$ cat config.mk
export PLATFORM = sky130hd
export DESIGN_NAME = branch_predictor_btb
export DESIGN_NICKNAME = d
export VERILOG_FILES = /design/src/rtl/bp_pkg.sv /design/src/rtl/bp_sat_ctr2.sv /design/src/rtl/branch_predictor_btb.sv
export SDC_FILE = /design/constraint.sdc
export NUM_CORES = 2
export LEC_CHECK = 0
export CAP_MARGIN = 10
export CORE_UTILIZATION = 35
export DETAILED_ROUTE_END_ITERATION = 8
export PLACE_DENSITY_LB_ADDON = 0.25
export SLEW_MARGIN = 30
export SYNTH_ARGS = -nofsm -noshare
export SYNTH_HDL_FRONTEND = slang
export SYNTH_SLANG_ARGS = --single-unit
$ cat constraint.sdc
create_clock -name clk -period 10 [get_ports clk]
set_clock_uncertainty 0.2 [all_clocks]
set_input_delay 1 -clock clk [delete_from_list [all_inputs] [get_ports clk]]
set_output_delay 1 -clock clk [all_outputs]
set_load 0.05 [all_outputs]
$ cat src/rtl/bp_pkg.sv
// Shared constants for the bimodal branch predictor / BTB.
package bp_pkg;

  // 2-bit saturating counter encodings; the MSB is the taken prediction.
  localparam logic [1:0] CTR_SNT = 2'b00;
  localparam logic [1:0] CTR_WNT = 2'b01;
  localparam logic [1:0] CTR_WT  = 2'b10;
  localparam logic [1:0] CTR_ST  = 2'b11;

  // Freshly allocated entries start weakly taken.
  localparam logic [1:0] CTR_INIT_TAKEN = CTR_WT;

  // PCs are word aligned: the index starts above the two byte-offset bits,
  // and the tag starts directly above the index.
  localparam int IDX_LSB = 2;

endpackage

$ cat src/rtl/bp_sat_ctr2.sv
// 2-bit saturating counter next-state function (pure combinational).
module bp_sat_ctr2
  import bp_pkg::*;
(
  input  logic [1:0] ctr_i,
  input  logic       taken_i,
  output logic [1:0] ctr_o
);

  // Step toward ST on taken, toward SNT on not-taken, clamping at the ends.
  always_comb begin
    ctr_o = ctr_i;
    if (taken_i) begin
      if (ctr_i != CTR_ST) ctr_o = ctr_i + 2'd1;
    end else begin
      if (ctr_i != CTR_SNT) ctr_o = ctr_i - 2'd1;
    end
  end

endmodule

$ cat src/rtl/branch_predictor_btb.sv
// Bimodal branch predictor with a direct-mapped BTB. Lookup is combinational
// from the fetch PC; training happens on the clock edge from EX results.
module branch_predictor_btb
  import bp_pkg::*;
#(
  parameter int XLEN  = 32,
  parameter int IDX_W = 4
) (
  input  logic            clk,
  input  logic            rst_n,
  input  logic [XLEN-1:0] if_pc,
  output logic            pred_taken,
  output logic [XLEN-1:0] pred_target,
  input  logic            ex_upd,
  input  logic [XLEN-1:0] ex_pc,
  input  logic            ex_taken,
  input  logic [XLEN-1:0] ex_target,
  output logic            ex_mispredict
);

  localparam int ENTRIES = 2 ** IDX_W;
  localparam int TAG_W   = XLEN - IDX_W - IDX_LSB;
  localparam int TAG_LSB = IDX_W + IDX_LSB;

  logic             valid_q  [ENTRIES];
  logic             valid_d  [ENTRIES];
  logic [TAG_W-1:0] tag_q    [ENTRIES];
  logic [TAG_W-1:0] tag_d    [ENTRIES];
  logic [XLEN-1:0]  target_q [ENTRIES];
  logic [XLEN-1:0]  target_d [ENTRIES];
  logic [1:0]       ctr_q    [ENTRIES];
  logic [1:0]       ctr_d    [ENTRIES];
  logic             ex_mispredict_q;
  logic             ex_mispredict_d;

  logic [IDX_W-1:0] lk_idx;
  logic [TAG_W-1:0] lk_tag;
  logic             lk_hit;
  logic [IDX_W-1:0] up_idx;
  logic [TAG_W-1:0] up_tag;
  logic             up_hit;
  logic             up_pred;
  logic [1:0]       up_ctr_nxt;

  // Byte-offset bits of both PCs never participate in index or tag.
  logic unused_pc_lsbs;
  assign unused_pc_lsbs = ^{if_pc[IDX_LSB-1:0], ex_pc[IDX_LSB-1:0]};

  // Fetch-side lookup: reads only registered state, so no bypass from EX.
  always_comb begin
    lk_idx      = if_pc[TAG_LSB-1:IDX_LSB];
    lk_tag      = if_pc[XLEN-1:TAG_LSB];
    lk_hit      = valid_q[lk_idx] && (tag_q[lk_idx] == lk_tag);
    pred_taken  = lk_hit && ctr_q[lk_idx][1];
    pred_target = pred_taken ? target_q[lk_idx] : '0;
  end

  // Decode the EX-side index/tag and what the table would have predicted.
  always_comb begin
    up_idx  = ex_pc[TAG_LSB-1:IDX_LSB];
    up_tag  = ex_pc[XLEN-1:TAG_LSB];
    up_hit  = valid_q[up_idx] && (tag_q[up_idx] == up_tag);
    up_pred = up_hit && ctr_q[up_idx][1];
  end

  bp_sat_ctr2 u_sat_ctr (
    .ctr_i   (ctr_q[up_idx]),
    .taken_i (ex_taken),
    .ctr_o   (up_ctr_nxt)
  );

  // Training: adjust the counter on a hit, allocate on a taken miss, and
  // flag a misprediction on a wrong direction or a stale taken target.
  always_comb begin
    valid_d         = valid_q;
    tag_d           = tag_q;
    target_d        = target_q;
    ctr_d           = ctr_q;
    ex_mispredict_d = 1'b0;
    if (ex_upd) begin
      ex_mispredict_d = (up_pred != ex_taken) ||
                        (up_pred && ex_taken && (target_q[up_idx] != ex_target));
      if (up_hit) begin
        ctr_d[up_idx] = up_ctr_nxt;
        if (ex_taken) target_d[up_idx] = ex_target;
      end else if (ex_taken) begin
        valid_d[up_idx]  = 1'b1;
        tag_d[up_idx]    = up_tag;
        target_d[up_idx] = ex_target;
        ctr_d[up_idx]    = CTR_INIT_TAKEN;
      end
    end
  end

  // Table and mispredict flag registers; reset wipes the whole table at once.
  always_ff @(posedge clk or negedge rst_n) begin
    if (!rst_n) begin
      for (int i = 0; i < ENTRIES; i++) begin
        valid_q[i]  <= 1'b0;
        tag_q[i]    <= '0;
        target_q[i] <= '0;
        ctr_q[i]    <= CTR_SNT;
      end
      ex_mispredict_q <= 1'b0;
    end else begin
      valid_q         <= valid_d;
      tag_q           <= tag_d;
      target_q        <= target_d;
      ctr_q           <= ctr_d;
      ex_mispredict_q <= ex_mispredict_d;
    end
  end

  assign ex_mispredict = ex_mispredict_q;

endmodule

### After elaboration in Yosys (flattened, before gate mapping)

Cells that the tools add are included.

* flip-flop bits (word level): 977
* output and inout bits: 34
* logic and storage cells: 137

* $add $sub $neg: 2
* order comparisons: 3
* equality and inequality tests: 5
* mux-type cells: 42
* bitwise logic cells: 7
* reductions and logical operators: 13

Operators with widths (number)
* $bwmux W512: 1
* $bwmux W416: 1
* $bmux W32 S4: 2
* $mux W32: 8
* $bmux W26 S4: 2
* $mux W26: 5
* $demux W32 S4: 1
* $demux W26 S4: 1
* $eq A26 B26 Y1: 2
* $bwmux W32: 1
* $ne A32 B32 Y1: 1
* $or A16 B16 Y16: 2
* $and A16 B16 Y16: 1
* $bmux W2 S4: 2
* $mux W2: 8
* $not A16 Y16: 1
* $ge A5 B5 Y1 const B: 2
* $not A4 Y5: 2
* $bmux W1 S4: 2
* $demux W2 S4: 1
* $logic_and A1 B1 Y1: 7
* $mux W1: 6
* $lt A5 B1 Y1 const B: 1
* $demux W1 S4: 1
* other kinds (9): 11

### Longest topological paths before layout

* depth in word-level cells: 11
* mapped depth: 20

### Modules after synthesis

From an unflattened synthesis, not the netlist that was laid out.

* cells, all modules: 3861
* area, all modules: 54487.3 um^2

Modules (own cells, without submodules)
* branch_predictor_btb: instances 1, cells an instance 3858, area an instance 54461.0 um^2, seq. area each 24448.4 um^2
* bp_sat_ctr2: instances 1, cells an instance 3, area an instance 26.3 um^2, seq. area each 0.0 um^2

### Worst setup path before layout

No wires, ideal clock.

* path type: input -> output
* start: in if_pc[2]
* end: out pred_target[10]
* arrival: 4510 ps
* required time: 8800 ps
* path slack: 4290 ps
* cell stages on the path: 10
* path buffers: 3
* cells stage by stage: clkbuf_1 buf_1 mux4_2 mux4_2 xnor2_1 nand2_1 nor4_1 nand4_1 clkbuf_1 nor2b_1

* longest elaborated chain between the ends: 8
* elaborated cells on any way between the ends: 17
* those cells by class: 1 x eq/ne; 13 x mux; 1 x bitwise; 2 x reduce/logical

RTL lines
* start, declared: line branch_predictor_btb.sv:11 `input logic [XLEN-1:0] if_pc,`
* $not A4 Y5 (implied by the code) *: line branch_predictor_btb.sv:53, branch_predictor_btb.sv:54, branch_predictor_btb.sv:55
* $bmux W26 S4: line branch_predictor_btb.sv:53 `lk_hit = valid_q[lk_idx] && (tag_q[lk_idx] == lk_tag);`
* $mux W26 (implied by the code) (2 in a row): line branch_predictor_btb.sv:53
* $eq A26 B26 Y1: line branch_predictor_btb.sv:53
* $logic_and A1 B1 Y1: line branch_predictor_btb.sv:53
* $logic_and A1 B1 Y1: line branch_predictor_btb.sv:54 `pred_taken = lk_hit && ctr_q[lk_idx][1];`
* $mux W32 *: line branch_predictor_btb.sv:55 `pred_target = pred_taken ? target_q[lk_idx] : '0;`
* end, declared: line branch_predictor_btb.sv:13 `output logic [XLEN-1:0] pred_target,`

Every way passes the cells marked *; elsewhere a longest branch is shown, timed or not. The select of a mux whose other input is x is not followed.

### Worst setup path in the final report

* start: in if_pc[4]
* end: out pred_target[3]

The elaborated chain is that of the path after synthesis.

==> summary.txt <==
Synth Area in Adders = 0.0421%
total buffers and inverters traversed by the critical path = 4
most frequent cells after synthesis = dfrtp_1, mux2_2, mux4_2
clock root buffer master = clkbuf_16
first-pass iteration count of the detailed router = 5
slowest cell on the critical path = buf_4
fraction of the mapped netlist area in compound gates = 2.69%
destination of the worst register-to-register timing path = tag_q[386]
critical path, cell by cell = buf_8 > buf_4 > mux4_2 > mux4_2 > xnor2_1 > nand4_1 > nor3_1 > nand4_1 > buf_4 > nor2b_1 > clkdlybuf4s50_1
maximum fanout count along the critical path = 75
flop and latch count out of synthesis = 977
largest area contributor in the synthesized netlist = dfrtp_1
Starting Density = 35.2%
mean instance size in the synthesized netlist = 15.4 um2
H-tree level count = 3
post-detailed-routing wire length = 161000 um
Die Y = 393 um
remaining antenna violation count = 0
Vias per Instance = 5.82
Pwr per Cell Area = 198 nW/um2
reg2reg setup slack = 4850 ps
CTS max path bufs = 3
HPWL after DPL = 90500 um
Cell variety after synth = 64
number of pins with negative max-slew slack in the final report = 0
Pleak = 25.0 nW
fraction of final layout cells with drive strength greater than 1 = 50.1%
io pins = 134
weighted congestion reported at the end of routability-driven placement = 0.789
Main synth FF type = dfrtp_1
share of the clock period used by the worst path after layout = 69.9%
RSZ-0062 raised after global routing = no
capturing element type of the critical path = output port
xor/xnor share of the synthesized area = 1.28%
antenna violations before repair = 11
largest family of logic cells by synthesized area = multiplexers
count of flip-flops with a built-in enable after synthesis = 0
hold-fix buffer count after cts = 0
vias = 32400
peak clock frequency supported by timing = 0.143 GHz
post-route minimum period = 6990 ps
final net count = 3542
via count of the first global-routing pass = 33500
multiplexer fraction of the synthesized cell area = 44.4%
post-synth top area share = 45.7%
global-route wire length before repair = 241000 um
fraction of the mapped netlist area in simple logic gates = 2.74%
nature of the critical path startpoint = primary input
Num Clock Sinks = 977
starting DRC count in detailed routing = 2338
category of the critical setup timing path = in -> out
run status = finished, final reports clean
most frequent cell after synthesis = dfrtp_1
headroom to the max-slew limit = 32.4%
post-CTS setup repair buffer count = 0
VDD IR max = 145 uV
width of the chip = 393 um
Syn. warnings = 0
CTS tree = yes
total power draw = 0.0120 W
CP top delay family = buffers and inverters
Critical R2R Launch = tag_q[39]
area of the die = 154000 um2
GRT Resource Usage Total = 21.2%
number of instances in the placed design = 5358
number of nets in the synthesized netlist = 3567
post-place instance area = 56500 um2
growth of design area from synthesis to finish = 12.9%
number of cells upsized or downsized after cts = 0
PortBufs = 129
post-detailed-route wirelength per cell = 28.9 um
worst path required time = 8800 ps
number of DRC violations after detailed routing = 0
Util after Layout = 39.8%
Final Instance Area = 60300 um2
setup violators final = 0
setup TNS = 0 ps
largest net degree at the start of global routing = 159
number of standard cells in the final layout excluding fillers = 5563
overflow left after global routing = 0
data arrival time of the worst path = 5790 ps
r2r worst-path depth = 10
maxcap violations = 0
cells taking the most area after synthesis = dfrtp_1, mux4_2, mux2_2
longest individual stage delay on the worst path = 860 ps
measured slew at the worst slew-check pin = 1010 ps
classification of the worst-slack hold path = in -> async
post-synthesis cell count = 3466
Clk pin slew, worst setup/hold paths = 60 ps
latest clock arrival within the worst-skew pair = 720 ps
core region area = 152000 um2
combined area of all synthesized cells = 53500 um2
number of buffers added by the clock tree synthesis step = 108
fraction of the yosys area taken by sequential cells = 45.7%
Fin. Hold Viols = 0
share of synthesized registers carrying an async set or reset = 100%
Site Rows = 143
==> per-layer routing <==
metal / global-route usage, % / up-vias / share of wire [%]
met5: 0 / - / 0.043
met4: 4.48 / 12 / 2.0
met3: 3.42 / 206 / 4.8
met2: 34.1 / 838 / 48
met1: 30.2 / 17900 / 45
li1: - / 13400 / -
==> logic make-up (layout without fill, tap and decap cells) <==
| group | after synthesis | in the layout |
|---|---|---|
| buffers and inverters | 362 | 427 |
| adder cells (fa/ha/maj) | 2 | 2 |
| AO/OA/AOI/OAI | 173 | 173 |
| AND/OR/NAND/NOR | 287 | 287 |
| flip-flops | 977 | 977 |
| multiplexers | 1587 | 1587 |
| other | 0 | 2 |
| XOR/XNOR | 78 | 78 |
==> worst max path at each step <==
stage / from / to / slack (ps) / cells after the start
after floorplan: if_pc[2] / pred_target[10] / 4290 / 10
after global placement: if_pc[2] / pred_target[6] / 2660 / 11
after detailed placement: if_pc[2] / pred_target[4] / 2780 / 11
after CTS: if_pc[2] / pred_target[4] / 2760 / 11
after global routing: if_pc[4] / pred_target[4] / 2830 / 11
final: if_pc[4] / pred_target[3] / 3010 / 11
==> final cells by class <==
class / instances / area (um2)
diodes: 2 / 5.00
clock buffers: 145 / 3040
clock inverters: 55 / 663
fillers: 14100 / 91400
inverters: 16 / 62.6
multi-input cells: 2127 / 27500
flip-flops and latches: 977 / 24400
well taps: 2030 / 2540
repair buffers: 211 / 2120
==> stage by stage <==
stage | hold slack (ps) | worst slack [ps]
CTS | 133 | 2760
detailed placement | 279 | 2780
finish | 123 | 3010
global route | 168 | 2830
floorplan | 246 | 4290
global placement | 276 | 2660
==> state kept, by name, summed over array words and instances (netlist names) <==
name,count
ctr_q,32
ex_mispredict,1
tag_q,416
target_q,512
valid_q,16
==> cells in the final DEF (no fill, tap or decap), types with 39 or more instances in the layout <==
master,count
mux2_2,931
nor2_1,58
clkbuf_16,110
dfrtp_1,977
clkdlybuf4s50_1,120
mux2i_1,110
nand2_1,53
mux4_2,522
buf_4,66
xnor2_1,59
nor2b_1,39
==> report_power, final <==
group / internal (W) / switching [W]
Sequential: 0.00472 / 0.000555
Clock: 0.00247 / 0.00174
Combinational: 0.00152 / 0.000967
Total: 0.00871 / 0.00326
(Power assumes the default switching activity.)
